[src/rtl/img_conv_pipe_pkg.sv]
// img_pkg: shared FSM states, sum-width helper and default Laplacian kernel.
package img_pkg;
  typedef enum logic [1:0] {IDLE, SCAN, DRAIN, DONE} state_e;
  localparam logic [53:0] LAPLACE_3X3 = {{4{6'h3f}}, 6'h08, {4{6'h3f}}};
  function automatic int sum_width(input int pxl_bits, input int coef_bits, input int taps);
    return pxl_bits + coef_bits + $clog2(taps);
  endfunction
endpackage

[src/rtl/img_conv_pipe_sat_round.sv]
// sat_round: clamps a signed value into a narrower signed range.
module sat_round #(
  parameter int IN_W  = 22,
  parameter int OUT_W = 12
) (
  input  logic signed [IN_W-1:0]  in_i,
  output logic signed [OUT_W-1:0] out_o
);
  localparam logic signed [IN_W-1:0] MAX_V = {{(IN_W-OUT_W+1){1'b0}}, {(OUT_W-1){1'b1}}};
  localparam logic signed [IN_W-1:0] MIN_V = {{(IN_W-OUT_W+1){1'b1}}, {(OUT_W-1){1'b0}}};
  assign out_o = in_i > MAX_V ? MAX_V[OUT_W-1:0] : in_i < MIN_V ? MIN_V[OUT_W-1:0] : in_i[OUT_W-1:0];
endmodule

[src/rtl/img_conv_pipe.sv]
// img_conv_pipe: raster-scan 2D convolution with a 2-stage multiply/sum pipeline.
module img_conv_pipe
  import img_pkg::*;
#(
  parameter int IMG_WD     = 64,
  parameter int IMG_HT     = 64,
  parameter int COORD_BITS = 8,
  parameter int WIN_WD     = 3,
  parameter int WIN_HT     = 3,
  parameter int PXL_BITS   = 12,
  parameter int COEF_BITS  = 6
) (
  input  logic                                  clk,
  input  logic                                  rst,
  input  logic                                  start,
  input  logic                                  border_zero,
  input  logic [WIN_HT*WIN_WD*COEF_BITS-1:0]    coef_flat,
  output logic                                  busy,
  output logic                                  done,
  output logic                                  rd_en,
  output logic [COORD_BITS-1:0]                 rd_x,
  output logic [COORD_BITS-1:0]                 rd_y,
  input  logic [WIN_HT*WIN_WD*PXL_BITS-1:0]     rd_data_flat,
  output logic                                  wr_en,
  output logic [COORD_BITS-1:0]                 wr_x,
  output logic [COORD_BITS-1:0]                 wr_y,
  output logic signed [PXL_BITS-1:0]            wr_data_pxl,
  input  logic                                  wr_ready
);
  localparam int TAPS = WIN_HT * WIN_WD;
  localparam int PW   = PXL_BITS + COEF_BITS;
  localparam int SW   = sum_width(PXL_BITS, COEF_BITS, TAPS);
  localparam int HX   = WIN_WD / 2;
  localparam int HY   = WIN_HT / 2;
  state_e state_q, state_d;
  logic [COORD_BITS-1:0] cur_x_q, cur_y_q, x1_q, y1_q, x2_q, y2_q;
  logic v1_q, v2_q, bord1_q, bz_q;
  logic [TAPS*COEF_BITS-1:0] coef_q;
  logic signed [PW-1:0] prod_q [TAPS];
  logic signed [PW-1:0] prod_d [TAPS];
  logic signed [SW-1:0] sum_q, sum_d;
  logic stall, last_col, last_row, edge_px;
  assign stall    = v2_q & ~wr_ready;
  assign rd_en    = state_q == SCAN && !stall;
  assign rd_x     = cur_x_q;
  assign rd_y     = cur_y_q;
  assign busy     = state_q == SCAN || state_q == DRAIN;
  assign done     = state_q == DONE;
  assign wr_en    = v2_q;
  assign wr_x     = x2_q;
  assign wr_y     = y2_q;
  assign last_col = cur_x_q == COORD_BITS'(IMG_WD - 1);
  assign last_row = cur_y_q == COORD_BITS'(IMG_HT - 1);
  assign edge_px  = cur_x_q < COORD_BITS'(HX) || cur_x_q > COORD_BITS'(IMG_WD - 1 - HX) ||
                    cur_y_q < COORD_BITS'(HY) || cur_y_q > COORD_BITS'(IMG_HT - 1 - HY);
  always_comb begin
    state_d = state_q;
    case (state_q)
      IDLE:    state_d = start ? SCAN : IDLE;
      SCAN:    state_d = rd_en && last_col && last_row ? DRAIN : SCAN;
      // leave once the final pixel is handed off this cycle, so done follows the last write
      DRAIN:   state_d = !v1_q && !stall ? DONE : DRAIN;
      default: state_d = IDLE;
    endcase
  end
  always_comb begin
    sum_d = '0;
    for (int k = 0; k < TAPS; k++) begin
      prod_d[k] = PW'($signed(rd_data_flat[k*PXL_BITS +: PXL_BITS])) *
                  PW'($signed(coef_q[k*COEF_BITS +: COEF_BITS]));
      sum_d = sum_d + SW'(prod_q[k]);
    end
  end
  always_ff @(posedge clk) begin
    if (rst) begin
      state_q <= IDLE;
      cur_x_q <= '0;
      cur_y_q <= '0;
      x1_q    <= '0;
      y1_q    <= '0;
      x2_q    <= '0;
      y2_q    <= '0;
      v1_q    <= 1'b0;
      v2_q    <= 1'b0;
      bord1_q <= 1'b0;
      bz_q    <= 1'b0;
      coef_q  <= '0;
      sum_q   <= '0;
      for (int k = 0; k < TAPS; k++) prod_q[k] <= '0;
    end else begin
      state_q <= state_d;
      if (state_q == IDLE && start) begin
        coef_q <= coef_flat;
        bz_q   <= border_zero;
      end
      if (rd_en) begin
        cur_x_q <= last_col ? '0 : cur_x_q + COORD_BITS'(1);
        cur_y_q <= last_col ? (last_row ? '0 : cur_y_q + COORD_BITS'(1)) : cur_y_q;
      end
      if (!stall) begin
        v1_q    <= rd_en;
        x1_q    <= cur_x_q;
        y1_q    <= cur_y_q;
        bord1_q <= bz_q & edge_px;
        for (int k = 0; k < TAPS; k++) prod_q[k] <= prod_d[k];
        v2_q    <= v1_q;
        x2_q    <= x1_q;
        y2_q    <= y1_q;
        sum_q   <= bord1_q ? '0 : sum_d;
      end
    end
  end
  sat_round #(.IN_W(SW), .OUT_W(PXL_BITS)) u_sat (.in_i(sum_q), .out_o(wr_data_pxl));
endmodule

[config.mk]
export PLATFORM = sky130hd
export DESIGN_NAME = img_conv_pipe
export DESIGN_NICKNAME = d
export VERILOG_FILES = /design/src/rtl/img_conv_pipe_pkg.sv /design/src/rtl/img_conv_pipe_sat_round.sv /design/src/rtl/img_conv_pipe.sv
export SDC_FILE = /design/constraint.sdc
export NUM_CORES = 2
export LEC_CHECK = 0
export CAP_MARGIN = 20
export CORE_MARGIN = 4
export CORE_UTILIZATION = 63
export DETAILED_ROUTE_END_ITERATION = 12
export PLACE_DENSITY = 0.84
export SKIP_CTS_REPAIR_TIMING = 1
export SLEW_MARGIN = 10
export SYNTH_ARGS = -nofsm -noshare
export SYNTH_HDL_FRONTEND = slang
export SYNTH_SLANG_ARGS = --single-unit
[constraint.sdc]
create_clock -name clk -period 6.9 [get_ports clk]
set_input_delay 1.38 -clock clk [delete_from_list [all_inputs] [get_ports clk]]
set_output_delay 1.38 -clock clk [all_outputs]
set_load 0.02 [all_outputs]
==> summary.md <==
| Metric | Value |
|---|---|
| Power, Total | `11.7 mW` |
| Synthesized cell area | `roughly 36000 sq um` |
| Place WS | `around 0.47 ns` |
| CTS tree | `built` |
| Hold Vio Cnt, Final | `0` |
| Reg clk slew, reported paths | `roughly 0.06 ns` |
| FFs w/ async S/R, synth | `0` |
| Total GRT Usage | `0.283` |
| Site row count | `87` |
| Number of global-route vias before repair | `about 27000` |
| Layout cell share with drive strength beyond 1 | `0.0250` |
| Area contributors post-synth | `fa_1, edfxtp_1, ha_1, dfxtp_1, inv_1` |
| Critical path class | `input pin to flop` |
| Synthesized instance count | `3748` |
| Relative slew slack | `0.305` |
| Synth Register Bits | `a little under 300` |
| Largest net degree at the start of global routing | `95` |
| Clock Tree Buf Depth | `3` |
| Top-level I/O count | `about 220` |
| Sequential area share after synthesis | `0.207` |
| Fmax | `~170 MHz` |
| Status | `finished clean` |
| Slew @ Worst Pin | `roughly 1.0 ns` |
| Final instance area | `40000 sq um` |
| Mapped Avg Cell Area | `9.61 sq um` |
| Area Overhead vs Synth | `11.2%` |
| Clock Skews | `~0.033 ns` |
| H-tree depth | `2` |
| RSZ-0062 raised after global routing | `false` |
| Max-cap viol count | `0` |
| GR Overflow Total | `0` |
| P per Cell Area | `around 290 nW/um^2` |
| Initial DRC Count | `between 1500 and 2000` |
| Peak VDD IR | `between 0.0004 and 0.0005 V` |
| WL per Instance | `approximately 18 um` |
| Routability Congestion | `around 0.9` |
| Req. time, crit path | `7.20 ns` |
| # setup viols final | `0` |
| Most frequent cells in the layout | `inv_1, fa_1, nand2_1, ha_1, clkdlybuf4s50_1` |
| CP Launch Type | `input pin` |
| Static Leak | `18.4 nW` |
| First-pass GRT wire length | `between 100000 and 150000 um` |
| Syn. warnings | `0` |
| Clk_lat worst skew | `0.59 ns` |
| Crit. End Element | `flop` |
| Wirelength, routed | `approximately 84000 um` |
| Yosys top cell area share | `0.322` |
| Core ar. | `56500 sq um` |
| Clk root buf | `clkbuf_16` |
| Die area | `61000 sq um` |
| Tcrit/Tclk final | `0.845` |
| Worst Path Max Fanout | `6` |
| Post-synth EDFFs | `approximately 160` |
| First drt pass iteration count | `5` |
| # DRC | `0` |
| WHS | `~0.46 ns` |
| Setup ws final | `between 1 and 1.5 ns` |
| Starting Density | `0.637` |
| Vias | `between 20000 and 30000` |
| Detailed-placement wirelength estimate | `66500 um` |
| Die Ht | `between 200 and 250 um` |
| Vias per inst | `approximately 5.6` |
| Initial antenna violation count | `0` |
| Post-route ant nets | `0` |
| Post-DP Area | `roughly 39000 sq um` |
| Ys flop type | `edfxtp_1` |
| Commonest non-fill, non-tap cell in the layout | `inv_1` |
| Max-slew violation count | `0` |
| Setup TNS | `0 ns` |
| Buffers on Ports | `about 210` |
| Synth unique cells | `64` |
| Critical Path AT | `slightly above 6 ns` |
| Total CTS buffers | `37` |
| Clock sink count | `292` |
| Hold/Removal Path Class | `flop to flop` |
| Min Tclk post-route | `between 5 and 6 ns` |
| Synth area leader | `fa_1` |
| Die width | `247 um` |
| Nets | `between 4000 and 5000` |
| Syn nets | `between 4000 and 5000` |
[Yosys cell counts, types with 5 or more instances]
library cell,number
or2_2,6
o31ai_1,12
fa_1,579
xnor2_1,104
nor3b_1,5
a22o_1,32
nor3_1,46
nand2b_1,104
mux2i_1,10
a211oi_1,17
or3_1,12
a31oi_1,13
dfxtp_1,130
nor2_1,151
o21bai_1,22
a21oi_1,131
a21o_1,52
a2111oi_0,5
inv_1,624
ha_1,329
o21ai_0,78
o21a_1,21
edfxtp_1,162
clkbuf_1,107
nand2_1,564
buf_1,5
o211ai_1,11
or4_1,8
nor4_1,8
nand3_1,22
nor2b_1,8
and3_1,26
xor2_1,54
and2_1,212
nand4_1,21
[path summary, 6_finish.rpt]
path / from / end / slack (ns) / cells after the start
max: rd_data_flat[89] / prod_q[0][141] / 1.07 / 15
min: v1_q / v1_q / 0.46 / 2
max reg2reg: coef_q[42] / prod_q[0][141] / 1.91 / 14
min reg2reg: v1_q / v1_q / 0.46 / 2
[cells by family (layout without fill, tap and decap cells)]
logic type | Yosys count | after routing | synth area share
xor+xnor | 158 | 158 | 0.0384
mux | 13 | 13 | 0.00372
fa+ha+maj | 908 | 908 | 0.436
simple gates | 1199 | 1199 | 0.157
other cells | 0 | 1 | 0
buf+inv | 740 | 917 | 0.0776
compound gates | 438 | 438 | 0.0793
flops | 292 | 292 | 0.207
[area by class of cell]
| cell class | instances | area, sq um |
|---|---|---|
| Multi-Input combinational cell | 2716 | 25800 |
| Fill cell | 4054 | 16500 |
| Sequential cell | 292 | 7470 |
| Inverter | 625 | 2350 |
| Timing Repair Buffer | 225 | 2230 |
| Clock buffer | 49 | 1090 |
| Tap cell | 756 | 946 |
| Clock inverter | 18 | 163 |
| Antenna cell | 1 | 2.50 |
[registers in the layout, indices dropped and copies added (netlist names)]
signal   flops
rd_y         8
bz_q         1
coef_q      54
v1_q         1
prod_q     162
wr_en        1
x1_q         8
rd_x         8
state_q      2
y1_q         8
wr_y         8
wr_x         8
bord1_q      1
sum_q       22
[worst max-delay path: stages]
cell and delay, ns:
clkdlybuf4s50_1 0.50, and2_1 0.22, fa_1 0.54, inv_1 0.05
fa_1 0.49, fa_1 0.50, inv_1 0.05, fa_1 0.47
ha_1 0.29, a21o_1 0.15, a21o_1 0.21, a2111oi_0 0.80
o41ai_1 0.23, xnor2_1 0.18, nor2_1 0.06
[power by group]
part	total (mW)	switching [mW]	internal, mW
Combinational	7.27	4.21	3.06
Clock	2.00	0.836	1.17
Sequential	2.39	0.240	2.15
Total	11.7	5.29	6.37
[layer usage]
layer,vias to the layer above,global-route usage,wire [um]
met1,13188,0.367,33400
met3,152,0.0368,4850
met4,0,0.0951,2870
li1,12192,-,-
met5,-,0,0
met2,827,0.495,42500
[metrics by stage]
step | cells | utilization
floorplan | 3748 | -
global placement | 4613 | 0.686
detailed placement | 4613 | 0.686
CTS | 4680 | 0.708
global route | 4681 | 0.709
finish | 4682 | 0.709
(Power assumes the default switching activity.)
